==> config.mk <==
export PLATFORM = sky130hd
export DESIGN_NAME = regfile_bank_flat
export DESIGN_NICKNAME = d
export VERILOG_FILES = /design/src/rtl/regfile_bank_if.sv /design/src/rtl/regfile_bank.sv /design/src/flat_wrapper.sv
export SDC_FILE = /design/constraint.sdc
export NUM_CORES = 2
export LEC_CHECK = 0
export ABC_AREA = 1
export ABC_CLOCK_PERIOD_IN_PS = 3260
export CORE_AREA = 2 2 461 463
export CTS_CLUSTER_SIZE = 30
export DETAILED_ROUTE_END_ITERATION = 12
export DIE_AREA = 0 0 463 465
export PLACE_DENSITY = 0.43
export RECOVER_POWER = 25
export SLEW_MARGIN = 20
export SYNTH_ARGS = -nofsm -noshare
export SYNTH_HDL_FRONTEND = slang
export SYNTH_SLANG_ARGS = --single-unit
==> constraint.sdc <==
create_clock -name clk -period 3.26 [get_ports clk]
set_clock_uncertainty 0.1 [all_clocks]
set_input_delay 0.652 -clock clk [delete_from_list [all_inputs] [get_ports clk]]
set_output_delay 0.652 -clock clk [all_outputs]
set_load 0.03 [all_outputs]
==> src/rtl/regfile_bank_if.sv <==
// rtl/regfile_bank_if.sv - write/read/scoreboard signal bundle for regfile_bank
interface regfile_bank_if #(
    parameter int XLEN = 32,
    parameter int AW   = 5
);
    logic              we;
    logic [AW-1:0]     waddr;
    logic [XLEN-1:0]   wdata;
    logic [XLEN/8-1:0] wstrb;
    logic [AW-1:0]     raddr1;
    logic [XLEN-1:0]   rdata1;
    logic [AW-1:0]     raddr2;
    logic [XLEN-1:0]   rdata2;
    logic              busy_set;
    logic [AW-1:0]     busy_addr;
    logic              flush;
    logic              rbusy1;
    logic              rbusy2;

    modport master (
        output we, waddr, wdata, wstrb, raddr1, raddr2, busy_set, busy_addr, flush,
        input  rdata1, rdata2, rbusy1, rbusy2
    );

    modport slave (
        input  we, waddr, wdata, wstrb, raddr1, raddr2, busy_set, busy_addr, flush,
        output rdata1, rdata2, rbusy1, rbusy2
    );
endinterface

==> src/rtl/regfile_bank.sv <==
// rtl/regfile_bank.sv - NREG x XLEN register file, 1W/2R, byte strobes, x0, bypass, pending-write scoreboard
module regfile_bank #(
    parameter int XLEN   = 32,
    parameter int NREG   = 32,
    parameter int AW     = 5,
    parameter int BYPASS = 1
) (
    input logic            clk,
    input logic            rst_n,
    regfile_bank_if.slave  bus
);
    localparam int NB = XLEN / 8;

    logic [XLEN-1:0] regs [NREG];
    logic [NREG-1:0] busy;
    logic [NREG-1:0] busy_next;
    logic            wr_en;

    assign wr_en = bus.we && (bus.waddr != '0);

    // Later assignments override earlier ones: flush beats set beats write-clear.
    always_comb begin
        busy_next = busy;
        if (wr_en)
            busy_next[bus.waddr] = 1'b0;
        if (bus.busy_set && (bus.busy_addr != '0))
            busy_next[bus.busy_addr] = 1'b1;
        if (bus.flush)
            busy_next = '0;
        busy_next[0] = 1'b0;
    end

    always_ff @(posedge clk or negedge rst_n) begin
        if (!rst_n) begin
            for (int i = 0; i < NREG; i++)
                regs[i] <= '0;
            busy <= '0;
        end else begin
            busy <= busy_next;
            if (wr_en) begin
                for (int b = 0; b < NB; b++)
                    if (bus.wstrb[b])
                        regs[bus.waddr][8*b +: 8] <= bus.wdata[8*b +: 8];
            end
        end
    end

    logic [AW-1:0]   ra   [2];
    logic [XLEN-1:0] rd   [2];
    logic            rb   [2];
    logic            hit  [2];

    assign ra[0] = bus.raddr1;
    assign ra[1] = bus.raddr2;

    // Forwarding is gated by rst_n so outputs read zero throughout reset.
    always_comb begin
        for (int p = 0; p < 2; p++) begin
            hit[p] = (BYPASS != 0) && rst_n && wr_en && (bus.waddr == ra[p]);
            rd[p]  = regs[ra[p]];
            rb[p]  = busy[ra[p]];
            if (hit[p]) begin
                for (int b = 0; b < NB; b++)
                    if (bus.wstrb[b])
                        rd[p][8*b +: 8] = bus.wdata[8*b +: 8];
                rb[p] = 1'b0;
            end
            if (ra[p] == '0) begin
                rd[p] = '0;
                rb[p] = 1'b0;
            end
        end
    end

    assign bus.rdata1 = rd[0];
    assign bus.rdata2 = rd[1];
    assign bus.rbusy1 = rb[0];
    assign bus.rbusy2 = rb[1];
endmodule

==> src/flat_wrapper.sv <==
// flat-port wrapper written by rule: the top's interface ports become plain ports
module regfile_bank_flat 
#(
    parameter int XLEN   = 32,
    parameter int NREG   = 32,
    parameter int AW     = 5,
    parameter int BYPASS = 1
)
  (clk, rst_n, bus_we, bus_waddr, bus_wdata, bus_wstrb, bus_raddr1, bus_raddr2, bus_busy_set, bus_busy_addr, bus_flush, bus_rdata1, bus_rdata2, bus_rbusy1, bus_rbusy2);
  regfile_bank_if #(.XLEN(XLEN), .AW(AW)) bus_i ();
  input logic clk;
  input logic rst_n;
  input wire logic [$bits(bus_i.we)-1:0] bus_we;
  input wire logic [$bits(bus_i.waddr)-1:0] bus_waddr;
  input wire logic [$bits(bus_i.wdata)-1:0] bus_wdata;
  input wire logic [$bits(bus_i.wstrb)-1:0] bus_wstrb;
  input wire logic [$bits(bus_i.raddr1)-1:0] bus_raddr1;
  input wire logic [$bits(bus_i.raddr2)-1:0] bus_raddr2;
  input wire logic [$bits(bus_i.busy_set)-1:0] bus_busy_set;
  input wire logic [$bits(bus_i.busy_addr)-1:0] bus_busy_addr;
  input wire logic [$bits(bus_i.flush)-1:0] bus_flush;
  output wire logic [$bits(bus_i.rdata1)-1:0] bus_rdata1;
  output wire logic [$bits(bus_i.rdata2)-1:0] bus_rdata2;
  output wire logic [$bits(bus_i.rbusy1)-1:0] bus_rbusy1;
  output wire logic [$bits(bus_i.rbusy2)-1:0] bus_rbusy2;
  assign bus_i.we = bus_we;
  assign bus_i.waddr = bus_waddr;
  assign bus_i.wdata = bus_wdata;
  assign bus_i.wstrb = bus_wstrb;
  assign bus_i.raddr1 = bus_raddr1;
  assign bus_i.raddr2 = bus_raddr2;
  assign bus_i.busy_set = bus_busy_set;
  assign bus_i.busy_addr = bus_busy_addr;
  assign bus_i.flush = bus_flush;
  assign bus_rdata1 = bus_i.rdata1;
  assign bus_rdata2 = bus_i.rdata2;
  assign bus_rbusy1 = bus_i.rbusy1;
  assign bus_rbusy2 = bus_i.rbusy2;
  regfile_bank #(.XLEN(XLEN), .NREG(NREG), .AW(AW), .BYPASS(BYPASS)) u_core (.clk(clk), .rst_n(rst_n), .bus(bus_i));
endmodule
# ---- Word level (Yosys, flattened, before mapping)
# Cells that the tools add are included.
dict set report totals {
  out_inout_bits 66
  regBits 1055
}
dict set report op_classes {
  n_eq_ne 2
  n_bitwise 6
  magnitude_cmp 10
  muxes 52
  n_reduce_logical 12
}
# op count
set ops {}
lappend ops {{1024-bit two-way mux} 7}
lappend ops {{1024-bit bitwise mux} 4}
lappend ops {{32-bit demux with 5-bit select} 4}
lappend ops {{32-bit two-way mux} 12}
lappend ops {{32-bit binary-select mux with 5-bit select} 2}
lappend ops {{8-bit two-way mux} 9}
lappend ops {{32-bit AND} 1}
lappend ops {{32-bit inverter} 1}
lappend ops {{32-bit bitwise OR} 1}
lappend ops {{5-bit by 6-bit < comparator with 1-bit output (second input constant)} 4}
lappend ops {{24-bit two-way mux} 1}
lappend ops {{6-bit greater-or-equal comparator (second input constant)} 3}
lappend ops {{5-bit inverter with 6-bit output} 3}
lappend ops {{16-bit two-way mux} 1}
lappend ops {{1-bit binary-select mux with 5-bit select} 2}
lappend ops {{1-bit demux with 5-bit select} 2}
lappend ops {{5-bit == test} 2}
lappend ops {{5-bit by 1-bit greater-or-equal comparator with 1-bit output (second input constant)} 2}
lappend ops {{5-bit logical NOT} 2}
lappend ops {{5-bit nonzero test} 2}
lappend ops {{1-bit logical AND} 8}
lappend ops {{1-bit two-way mux} 8}
lappend ops {{6-bit by 1-bit < comparator with 1-bit output (second input constant)} 1}

# ---- Depth between registers and ports, before layout
dict set report depth {
  word_depth 16
  ltp_mapped 13
  ltp_nobuf 10
}

# ---- Worst setup path before layout
# Ideal clock, no wire load.
dict set report synth_path {
  path_kind {input port to output port}
  from {input bus_raddr1[4]}
  to {output bus_rdata1[0]}
  arrival_ns 2.392
  path_buffers 2
  path_stages 7
  slack_ns 0.116
  cell_sequence {clkbuf_1 xnor2_1 nand2_1 nor3_4 buf_6 nand3_1 a21oi_1}
}
dict set report synth_via {
  elab_chain_len 7
  elab_cells_between_ends 10
  classes_between {1 x eq/ne; 6 x mux; 1 x bitwise; 2 x reduce/logical}
}
# element line_no
set synth_lines {}
lappend synth_lines {{start, declared} flat_wrapper.sv:17} ;# input wire logic [$bits(bus_i.raddr1)-1:0] bus_raddr1;
lappend synth_lines {{5-bit inverter with 6-bit output (implied by the code)} regfile_bank.sv:60} ;# rd[p] = regs[ra[p]];
lappend synth_lines {{32-bit binary-select mux with 5-bit select} regfile_bank.sv:60}
lappend synth_lines {{32-bit two-way mux (implied by the code) (2 in series)} regfile_bank.sv:60}
lappend synth_lines {{8-bit two-way mux} regfile_bank.sv:64} ;# if (bus.wstrb[b])
lappend synth_lines {{32-bit two-way mux} regfile_bank.sv:62} ;# if (hit[p]) begin
lappend synth_lines {{32-bit two-way mux *} regfile_bank.sv:68} ;# if (ra[p] == '0) begin
lappend synth_lines {{end, declared} flat_wrapper.sv:22} ;# output wire logic [$bits(bus_i.rdata1)-1:0] bus_rdata1;
# Mark *: on every way between the ends. The rest lies on a longest branch, timed or not. The select of a mux whose other input is x is not followed.

# ---- Worst setup path after layout
dict set report layout_path {
  from {input bus_raddr2[0]}
  to {output bus_rdata2[5]}
}
dict set report layout_via {
  elab_chain_len 7
  elab_cells_between_ends 10
  classes_between {1 x eq/ne; 6 x mux; 1 x bitwise; 2 x reduce/logical}
}
# element line_no
set layout_lines {}
lappend layout_lines {{start, declared} flat_wrapper.sv:18} ;# input wire logic [$bits(bus_i.raddr2)-1:0] bus_raddr2;
lappend layout_lines {{5-bit inverter with 6-bit output (implied by the code)} regfile_bank.sv:60}
lappend layout_lines {{32-bit binary-select mux with 5-bit select} regfile_bank.sv:60}
lappend layout_lines {{32-bit two-way mux (implied by the code) (2 in series)} regfile_bank.sv:60}
lappend layout_lines {{8-bit two-way mux} regfile_bank.sv:64}
lappend layout_lines {{32-bit two-way mux} regfile_bank.sv:62}
lappend layout_lines {{32-bit two-way mux *} regfile_bank.sv:68}
lappend layout_lines {{end, declared} flat_wrapper.sv:23} ;# output wire logic [$bits(bus_i.rdata2)-1:0] bus_rdata2;
# Marks and branches as above.

==> reports/summary.txt <==
Outcome: finished, violations left
Failing checks: capacitance limit, slew limit, setup timing
DR WL met2: 131000 µm
Mapped Nets: 9260
Non-Filler Instances: 12500
Setup-failing EPs final: 1
IO Pins: 127
Drt wl/cell: 23.8 µm
Largest net degree at the start of global routing: 140
Placed Cells incl. Taps: 12200
Power Dens Cells: 517 nW/µm²
WP data required: 2.51 ns
Reg2reg start: u_core.regs[254]$_DFFE_PN0P_
First DRT Iteration DRCs: 7061
Max-Cap Viols: 1
RSZ-0062 raised after global routing: true
Top cell type by total area after synthesis: dfrtp_1
Avg Cell Area, Syn: 6.82 µm²
Core area: 211000 µm²
Final Wtd Congestion: 0.929
Clock Sinks: 1055
Synth Flop Type: dfrtp_1
Global-route wire length before repair: 434000 µm
CTS H-tree lvls: 4
WL final: 296000 µm
Startpoint Class: input port
Fin nets: 9603
Mapped Cells: 9199
Yosys top cell area share: 42.1%
Num CTS Buffers: 135
Number of vias per cell: 5.23
Tcrit/Tclk final: 100%
CTS root buf: clkbuf_16
Synth top area cells: dfrtp_1 42%, nand2_1 17%, nand3_1 16%
Sequential share of the synthesized area: 42.1%
Met3 wire len: 20700 µm
Unique masters post-synth: 43
Max-slew violations: 24
Synth warnings: 0
Vias in the first global route: 63200
Lkg Pwr: 38.6 nW
All-Layer GR Usage: 26.8%
DRT Pass-1 Iters: 6
Max Used Layer: met4
Chip Width: 463 µm
Min-Delay Path Class: flop to flop
Setup TNS: -0.00320 ns
WHS Path Cells: 0
R2R Setup Slk: 2.39 ns
CTS tree: yes
Tightest Pin Transition: 1.62 ns
Crit Path Class: input port to output port
Clk buf depth: 3
Rel. slew slack: -7.80%
Share of cells above drive strength 1: 15.1%
FF-to-FF End: u_core.regs[254]$_DFFE_PN0P_
R2R cell count: 2
Area grow syn2layout: 27.6%
Max Fclk: 306 MHz
Critical Path Sink: bus_rdata2[5]
Post-synth EDFFs: 0
# rows: 169
Tmin final: 3.26 ns
Final WS setup: -0.00320 ns
DRT antenna net count: 0
Chip Height: 465 µm
Initial Utilization: 29.8%
Final Hold Viols: 0
DRC: 0
Worst EP arrival: 2.51 ns
Async S/R FF share, synth: 100%
Setup crit end kind: output port
Seq cells post-synth: 1055
Die area: 215000 µm²
Worst-Skew Late Latency: 0.78 ns
Post-Syn Area: 62700 µm²
WL met1: 129000 µm
Hpwl dp: 202000 µm
Initial antenna violation count: 11
Crit path from: bus_raddr2[0]
Via Count: 65200
Maximum vdd ir drop: 560 µV
IO Port Bufs: 126
Clock transition at path regs: 0.06 ns
Grt ovf: 0
Max FO, Critical Path: 8
-- flip-flops by register name, summed over array words and instances, names as in the netlist --
register and count:
u_core.busy 31, u_core.regs 1024
-- logic make-up (layout without fill, tap and decap cells) --
group                  Yosys count  after routing  synth area share [%]
AND/OR/NAND/NOR               5113           5113                  35.8
AO/OA/AOI/OAI                 1224           1224                  10.6
buffers and inverters         1801           2250                  11.4
flip-flops                    1055           1055                  42.1
other                            0              3                     0
XOR/XNOR                         6              6                0.0838
-- worst max-delay path: stages --
cell	delay [ns]
buf_16	0.15
clkinv_16	0.12
buf_16	0.18
buf_16	0.16
buf_12	0.15
clkbuf_16	0.17
nand2_2	0.06
nand3_2	0.06
nand3_2	0.08
nand3_4	0.09
nand3_2	0.10
nand3_2	0.09
a21oi_2	0.15
buf_4	0.13
buf_12	0.11
-- per-stage QoR --
stage,worst slack (ns),area [µm²],utilization (%),total power [mW],hold slack [ns]
2_1_floorplan,0.116,62700,-,21.5,0.256
3_3_place_gp,-0.429,73600,34.9,25.4,0.265
3_5_place_dp,-0.395,73600,34.9,25.5,0.266
4_1_cts,0.000214,79200,37.6,41.4,0.278
5_1_grt,-0.0902,80100,38.0,43.5,0.290
6_report,-0.00320,80100,38.0,41.4,0.274
-- synthesized netlist by cell type (7+ instances only) --
cell type / number
nand2_1: 2917
o21ai_1: 227
nand2_4: 26
inv_2: 26
nor3_4: 7
buf_4: 11
nand3_1: 1949
or2_2: 8
o21ai_0: 551
clkbuf_1: 402
nor2_4: 19
nor2_2: 22
buf_1: 87
nand2_2: 69
inv_1: 1073
dfrtp_1: 1055
nor3_1: 9
buf_6: 15
buf_2: 175
a21oi_1: 129
o211ai_1: 81
nor2_1: 69
o22ai_1: 211
o21ai_2: 16
-- where the power goes --
part	leakage (nW)	switching [mW]	internal, mW
Clock	2.25	6.37	9.18
Combinational	23.2	6.36	3.67
Sequential	13.1	0.812	15.0
-- layer usage --
metal	GRT usage [%]	vias up
li1	-	30400
met1	36.7	31600
met2	41.5	2703
met3	3.78	531
met4	13.3	0
met5	0	-
-- repair_timing --
action | in CTS | in global routing
hold endpoints to repair | 1 | 0
hold buffers | 1 | 0
pin swaps | 29 | 86
resized for setup | 165 | 261
gates cloned | 7 | 11
setup endpoints to repair | 66 | 65
buffers inserted | 23 | 10
-- area by class of cell --
type | instances | area, µm²
clock buffer | 200 | 4070
sequential | 1055 | 26400
clock inverter | 43 | 449
timing repair buffer | 896 | 10900
antenna | 3 | 7.51
tap | 2821 | 3530
inverter | 1111 | 4260
fill | 22200 | 131000
multi-input combinational | 6343 | 30500
-- how the worst min path moves through the flow --
stage	startpoint	endpoint	slack, ns
global route	u_core.regs[1019]$_DFFE_PN0P_	u_core.regs[1019]$_DFFE_PN0P_	0.29
detailed placement	u_core.regs[1006]$_DFFE_PN0P_	u_core.regs[1006]$_DFFE_PN0P_	0.27
CTS	u_core.regs[994]$_DFFE_PN0P_	u_core.regs[994]$_DFFE_PN0P_	0.28
floorplan	rst_n	u_core.busy[10]$_DFF_PN0_	0.26
global placement	u_core.regs[994]$_DFFE_PN0P_	u_core.regs[994]$_DFFE_PN0P_	0.26
finish	u_core.regs[997]$_DFFE_PN0P_	u_core.regs[997]$_DFFE_PN0P_	0.27
-- cells in the final DEF, fill, tap and decap left out, types with 11 or more instances in the layout --
cell type	netlist	routed
o21ai_2	16	16
nor2_4	19	17
nand2_1	2917	2939
o211ai_1	81	81
nand3_1	1949	1752
clkbuf_8	0	38
clkbuf_1	402	72
buf_8	0	11
buf_16	0	21
nor2_1	69	74
nand3_4	5	26
o21ai_1	227	179
buf_6	15	50
o22ai_1	211	211
inv_2	26	15
a21oi_1	129	73
dfrtp_1	1055	1055
nor2_2	22	20
clkdlybuf4s50_1	0	38
nand2_4	26	18
clkbuf_2	0	15
clkinv_2	2	23
inv_6	0	12
nand3_2	1	177
a21oi_4	0	11
nand2_2	69	55
inv_1	1073	1078
a21oi_2	0	45
buf_4	11	425
nor3_1	9	14
clkbuf_16	0	149
o21ai_0	551	599
buf_12	0	263
(Power assumes the default switching activity.)
